[src/rtl/sd_dec_pkg.sv]
// Shared definitions for the sigma-delta CIC decimator.
//   SD_POS / SD_NEG : modulator symbol codes for +1 / -1 (others decode to 0)
//   sd_decode       : 2-bit symbol -> signed 2-bit value in {-1, 0, +1}
//   cic_acc_width   : accumulator width for a CIC of the given ratio and order
package sd_dec_pkg;

  localparam logic [1:0] SD_POS = 2'b01;
  localparam logic [1:0] SD_NEG = 2'b10;

  function automatic logic signed [1:0] sd_decode(input logic [1:0] sym);
    case (sym)
      SD_POS:  return 2'sb01;
      SD_NEG:  return 2'sb11;
      default: return 2'sb00;
    endcase
  endfunction

  // Input magnitude is 1 (1 bit) plus sign, CIC gain is decim^order.
  function automatic int cic_acc_width(input int decim, input int order);
    return 2 + order * $clog2(decim);
  endfunction

endpackage

[src/rtl/sd_cic_comb.sv]
// One CIC differentiator stage: dout = din - din_at_previous_enable.
//   clk, reset : clock, synchronous active-high reset (clears the delay)
//   en         : stage advances (delay captures din) on this cycle
//   din, dout  : stage input / combinational difference output
module sd_cic_comb #(
  parameter int WIDTH = 20
) (
  input  logic             clk,
  input  logic             reset,
  input  logic             en,
  input  logic [WIDTH-1:0] din,
  output logic [WIDTH-1:0] dout
);

  logic [WIDTH-1:0] dly;

  // Modulo 2^WIDTH difference; wrap-around in the integrators cancels here.
  assign dout = din - dly;

  always_ff @(posedge clk) begin
    if (reset)   dly <= '0;
    else if (en) dly <= din;
  end

endmodule

[src/rtl/sd_cic_decimator.sv]
// 3rd-order CIC decimator for the 2-bit sigma-delta symbol stream.
//   clk, reset  : clock, synchronous active-high reset
//   en          : sd_in is consumed on en=1 cycles; integrators/counter freeze otherwise
//   sd_in       : symbol 01=+1, 10=-1, 00/11=0
//   dout        : decimated sample (two's complement, ACC_WIDTH bits)
//   dout_valid  : dout holds an unconsumed sample
//   dout_ready  : consumer takes dout when dout_valid && dout_ready
//   overrun     : sticky, a result was dropped because dout was still full
module sd_cic_decimator
  import sd_dec_pkg::*;
#(
  parameter  int DECIM     = 64,
  parameter  int ORDER     = 3,
  localparam int ACC_WIDTH = cic_acc_width(DECIM, ORDER)
) (
  input  logic                 clk,
  input  logic                 reset,
  input  logic                 en,
  input  logic [1:0]           sd_in,
  output logic [ACC_WIDTH-1:0] dout,
  output logic                 dout_valid,
  input  logic                 dout_ready,
  output logic                 overrun
);

  localparam int CW     = $clog2(DECIM);
  localparam int STAGES = 3;

  logic signed [1:0]                   xs;
  logic        [ACC_WIDTH-1:0]         x;
  logic        [STAGES-1:0][ACC_WIDTH-1:0] integ;
  logic        [STAGES:0][ACC_WIDTH-1:0]   stg;
  logic        [CW-1:0]                cnt;
  logic                                tick;

  assign xs = sd_decode(sd_in);
  assign x  = {{(ACC_WIDTH-2){xs[1]}}, xs};

  // Integrators: each stage adds the previous stage's old value, so the
  // chain is pipelined by one sample per stage.
  always_ff @(posedge clk) begin
    if (reset) begin
      integ <= '0;
    end else if (en) begin
      integ[0] <= integ[0] + x;
      for (int k = 1; k < STAGES; k++)
        integ[k] <= integ[k] + integ[k-1];
    end
  end

  // DECIM is a power of two, so the counter wraps on its own.
  always_ff @(posedge clk) begin
    if (reset) begin
      cnt  <= '0;
      tick <= 1'b0;
    end else begin
      tick <= en && (cnt == CW'(DECIM - 1));
      if (en) cnt <= cnt + CW'(1);
    end
  end

  // Comb chain runs at the decimated rate, clocked by tick.
  assign stg[0] = integ[STAGES-1];

  for (genvar g = 0; g < STAGES; g++) begin : g_comb
    sd_cic_comb #(.WIDTH(ACC_WIDTH)) u_comb (
      .clk   (clk),
      .reset (reset),
      .en    (tick),
      .din   (stg[g]),
      .dout  (stg[g+1])
    );
  end

  // Output register: a new result may replace a sample that is being
  // accepted in the same cycle; otherwise a full register drops it.
  always_ff @(posedge clk) begin
    if (reset) begin
      dout       <= '0;
      dout_valid <= 1'b0;
      overrun    <= 1'b0;
    end else if (tick) begin
      if (!dout_valid || dout_ready) begin
        dout       <= stg[STAGES];
        dout_valid <= 1'b1;
      end else begin
        overrun <= 1'b1;
      end
    end else if (dout_valid && dout_ready) begin
      dout_valid <= 1'b0;
    end
  end

endmodule

[config.mk]
export PLATFORM = sky130hd
export DESIGN_NAME = sd_cic_decimator
export DESIGN_NICKNAME = d
export VERILOG_FILES = /design/src/rtl/sd_dec_pkg.sv /design/src/rtl/sd_cic_comb.sv /design/src/rtl/sd_cic_decimator.sv
export SDC_FILE = /design/constraint.sdc
export NUM_CORES = 1
export LEC_CHECK = 0
export CAP_MARGIN = 10
export CORE_MARGIN = 2
export CORE_UTILIZATION = 55
export DETAILED_ROUTE_END_ITERATION = 8
export GPL_ROUTABILITY_DRIVEN = 0
export PLACE_DENSITY = 0.83
export SLEW_MARGIN = 40
export SYNTH_ARGS = -nofsm -noshare
export SYNTH_HDL_FRONTEND = slang
export SYNTH_SLANG_ARGS = --single-unit
[constraint.sdc]
create_clock -name clk -period 12.8 [get_ports clk]
set_input_delay 1.28 -clock clk [delete_from_list [all_inputs] [get_ports clk]]
set_output_delay 1.28 -clock clk [all_outputs]
set_load 0.005 [all_outputs]
# After elaboration in Yosys (flattened, before gate mapping)
# Index checks and enable logic that the tools add are counted.
# word_totals
reg_bits	149
input_bits	6
out_inout_bits	22
elab_cells	35
# classes
n_addsub	7
n_eq_ne	4
muxes	4
n_bitwise	1
n_reduce_logical	8
# op_table
op	count
adder 20 bit	3
subtractor 20 bit	3
adder 6 x 1 -> 6 bit, second input constant	1
equality test 6 bit, second input constant	1
AND reduction 2 bit	3
one-hot mux 2 bit (2 select lines)	1
two-way mux 1 bit	3
equality test 2 x 1 -> 1 bit, second input constant	1
equality test 2 bit, second input constant	1
logical AND 1 bit	2
inequality test 2 x 1 -> 1 bit, second input constant	1
nonzero test 2 bit	1
zero test 1 bit	1
logical OR 1 bit	1
NOT 1 bit	1

# Longest topological paths before layout
# depth
word_depth	4
ltp_mapped	30
depth_no_buf	29

# Hierarchy
# A second synthesis with hierarchy kept.
# hier_totals
hier_cells	1425
area_unflattened_um2	11277.1
# by_module_without_submodules
module	n_inst	cells_per_inst	area_per_inst_um2	seq_area_each_um2
sd_cic_decimator	1	810	6386.1	1781.7
sd_cic_comb	3	205	1630.3	400.4

# Worst setup path before layout
# No wires, ideal clock.
# synth_timing
path_type	register to register
from	reg integ[40] (netlist name)
to	reg dout[19]
setup_time_ns	0.067
arrival_time_ns	5.105
t_required_ns	12.733
setup_slack_ns	7.628
path_stages_with_launch	30
synth_period_minus_slack_ns	5.172
path_cell_list	dfxtp_1 inv_1 ha_1 inv_1 fa_1 a21o_1 a21oi_2 o21bai_1 a21oi_1 xnor2_1 ha_1 clkbuf_1 a21o_1 a21o_1 o31a_1 o21a_1 o21ai_1 a21oi_1 or3_1 and2_1 ha_1 and3_1 nand4_1 nor2_1 o21ai_0 nand3_1 nor3b_1 xnor2_1 nand2_1 a21oi_2
# synth_via
elab_chain_cells	3
# synth_lines
element	line_no	rtl
start, declared	sd_cic_decimator.sv:31	logic [STAGES-1:0][ACC_WIDTH-1:0] integ;
start signal, assigned by index	sd_cic_decimator.sv:47	integ[k] <= integ[k] + integ[k-1];
subtractor 20 bit	sd_cic_comb.sv:18	assign dout = din - dly;
named net g_comb[0].u_comb.dout[6]	sd_cic_comb.sv:12	output logic [WIDTH-1:0] dout
subtractor 20 bit	sd_cic_comb.sv:18	
named net g_comb[1].u_comb.dout[13]	sd_cic_comb.sv:12	
subtractor 20 bit	sd_cic_comb.sv:18	
end signal, assigned	sd_cic_decimator.sv:84	dout <= stg[STAGES];
end, declared	sd_cic_decimator.sv:20	output logic [ACC_WIDTH-1:0] dout,
# The timed path passes the listed nets, and every way through them passes these cells.
# A chain may end at the register's enable or synchronous reset.

# Worst setup path in the final report
# Ends and elaborated chain as after synthesis.

==> impl_metrics.py <==
metrics = {
    "run_status": {
        "status": "finished, final reports clean",
    },
    "placement": {
        "port_buffers": 27,
        "dp_cells": 1572,
        "place_hpwl_mm": 15.3,
        "place_worst_setup_slack_ns": 7.22,
    },
    "sta": {
        "fin_ws_ns": 7.12,
        "worstMarginPinSlew_ns": 0.789,
        "slew_headroom_pct": 47.4,
        "whs_ns": 0.446,
        "maxSlewViolCount": 0,
        "hold_viol": 0,
        "tns_ns": 0,
        "fmax_mhz": 176,
        "final.min_clock_period_ns": 5.68,
        "setup_viol": 0,
        "fin_worst_skew_ns": 0.00824,
        "fin_crit_sh_pct": 44.3,
        "rsz0062_at_grt": "no",
    },
    "critical_path": {
        "cp_max_fo": 7,
        "crit_type": "reg2reg",
        "critPathLaunchType": "flop",
        "crit_required_ns": 13.16,
        "critPathSlowestCell": "fa_1",
        "critPathMaxStageDelay_ns": 0.40,
        "critPathCaptureType": "flop",
        "cp.arrival_ns": 6.04,
    },
    "clock_tree": {
        "ctsResizeCount": 0,
        "clk_latency_ns": 0.43,
        "ctsLongestPathBuffers": 2,
        "cts_tree": "done",
        "cts_setup_buffers": 0,
        "cts.sinks": 149,
        "holdBufCountCts": 0,
        "cts_max_level": 4,
        "path_clk_slew_ns": 0.06,
        "cts_inserted_buffers": 17,
        "ctsRootBufferMaster": "clkbuf_16",
    },
    "route": {
        "routed_wl_mm": 21.9,
        "initialDrtViolationCount": 520,
        "dr.pass1.iters": 7,
        "antenna_left": 0,
        "wire_per_inst_microns": 13.7,
        "via_per_inst": 5.68,
        "vias": 9107,
        "drc_errors": 0,
    },
    "synth": {
        "synthAdderAreaFrac_pct": 14.6,
        "synthMostInstantiatedCell": "nor2_1",
        "avgSynthCellArea_sq_um": 8.13,
        "async_flop_share_pct": 0,
        "yosys-top-cells-area": "dfxtp_1, ha_1, mux2i_1",
        "synth-simple-area-share_pct": 17.3,
        "ys_seq_area_share_pct": 27.7,
        "ys_top_cells_by_count": "nor2_1, dfxtp_1, ha_1, inv_1, a21oi_1",
        "yosysTopAreaCellShare_pct": 27.7,
        "synthCells": 1323,
        "yosysTopAreaCell": "dfxtp_1",
        "synth_top_flop_cell": "dfxtp_1",
        "synth-compound-area-share_pct": 22.0,
        "synth-xor-area-share_pct": 6.56,
        "synth_edf_count": 0,
        "yosys_warnings": 0,
        "syn-cell-area_sq_um": 10800,
        "synth_top_family_by_area": "compound AO/OA/AOI/OAI gates",
        "synth.distinct_cells": 77,
        "synth_mux_area_share_pct": 6.82,
        "syn_nets": 1451,
        "ys_seq_elements": 149,
    },
    "global_routing": {
        "grt_pass1_vias": 8818,
        "grt_start_max_net_pins": 102,
        "grt_pass1_wl_mm": 38.1,
        "grt_overflow_total": 0,
        "antenna_found_initial": 0,
        "track_usage_pct": 22.1,
    },
    "floorplanning": {
        "fp.dieW_microns": 144,
        "rows": 51,
        "die-area_sq_um": 20700,
        "fp.dieH_microns": 144,
        "pin_count": 28,
        "start_util_pct": 55.6,
        "core-area_sq_um": 19300,
    },
    "hold_path": {
        "hold_class": "reg2reg",
    },
    "cells_and_area": {
        "drive_gt1_share_pct": 4.93,
        "antennaDiodeCount": 0,
        "instances_no_fill": 1604,
        "final_nets": 1454,
        "syn_to_final_growth_pct": 9.77,
    },
    "flow_run": {
        "maxCapViolations": 0,
    },
    "power_and_ir_drop": {
        "vdd_drop_max_mv": 0.0998,
        "leakagePower_nw": 4.83,
        "power_mw": 1.86,
        "power.density_nw_per_um2": 158,
    },
}
==> final timing paths <==
kind,slack [ns],cells after the start,to,startpoint
worst max-delay path,7.12,28,dout[19]$_SDFFE_PP0P_,integ[40]$_SDFFE_PP0P_
worst min-delay path,0.45,2,tick$_SDFF_PP0_,cnt[5]$_SDFFE_PP0P_
worst max register to register,7.12,28,dout[19]$_SDFFE_PP0P_,integ[40]$_SDFFE_PP0P_
worst min register to register,0.45,2,tick$_SDFF_PP0_,cnt[5]$_SDFFE_PP0P_
==> sequential cells by signal, indices dropped and copies added (netlist names) <==
register and count:
dout_valid 1, overrun 1, cnt 6, integ 60, g_comb.u_comb.dly 60, dout 20
tick 1
==> metrics by stage <==
step | utilization [%] | area [sq um]
floorplan | - | 10800
global placement | 57.9 | 11200
detailed placement | 58.0 | 11200
CTS | 61.1 | 11800
global route | 61.1 | 11800
finish | 61.1 | 11800
==> cell type report <==
| class | instances | area (sq um) |
|---|---|---|
| clock buffers | 25 | 515 |
| clock inverters | 7 | 68.8 |
| fillers | 1658 | 7530 |
| inverters | 95 | 357 |
| multi-input cells | 1031 | 7230 |
| flip-flops and latches | 149 | 2990 |
| well taps | 265 | 332 |
| repair buffers | 32 | 317 |
==> worst max-delay path, delay by kind of cell (launching register included) <==
kind / cells / cell delay, ns
XOR/XNOR: 2 / 0.33
flip-flops: 1 / 0.33
buffers and inverters: 2 / 0.11
AO/OA/AOI/OAI: 12 / 2.16
AND/OR/NAND/NOR: 8 / 1.43
adder cells (fa/ha/maj): 4 / 1.25
==> power breakdown <==
part	internal [mW]	switching [mW]	total, mW
Sequential	0.479	0.0160	0.495
Clock	0.297	0.187	0.485
Combinational	0.385	0.500	0.885
Total	1.16	0.704	1.86
==> cells in the final DEF (no fill, tap or decap), types with 4 or more instances in the layout <==
master,netlist,layout
a211oi_1,30,30
a21o_1,39,39
a21oi_1,93,93
a21oi_2,7,7
a22oi_1,7,7
a311oi_1,4,4
a31oi_1,10,10
and2_1,9,9
and4_1,6,6
buf_4,0,4
clkbuf_16,0,17
clkbuf_8,0,6
clkdlybuf4s50_1,0,25
dfxtp_1,149,148
fa_1,6,6
ha_1,116,116
inv_1,94,94
mux2i_1,71,71
nand2_1,84,84
nand2b_1,12,12
nand3_1,20,20
nand4_1,11,11
nor2_1,178,178
nor2b_1,13,13
nor3_1,30,30
o2111ai_1,4,4
o211ai_1,7,7
o21a_1,27,27
o21ai_0,51,51
o21ai_1,15,15
o21bai_1,8,8
o22ai_1,5,5
o31ai_1,5,5
or2_2,5,5
or3_1,14,14
xnor2_1,47,47
xor2_1,31,31
==> kinds of logic after synthesis <==
| group | count (synthesis) |
|---|---|
| AOI/OAI and AO/OA | 354 |
| xor gates and xnor gates | 79 |
| adders and majority gates | 122 |
| buffers and inverters | 143 |
| DFF | 149 |
| muxes | 73 |
| and+or+nand+nor | 403 |
==> routing by layer <==
layer  part of all wire, %  vias to the layer above  global-route usage [%]
li1                      -                     4720                       -
met5                     0                        -                       0
met4                   2.8                        0                    8.82
met2                    49                      160                    40.9
met1                    45                     4179                    25.4
met3                   3.0                       48                    3.37
Power figures use the tool's default switching activity.
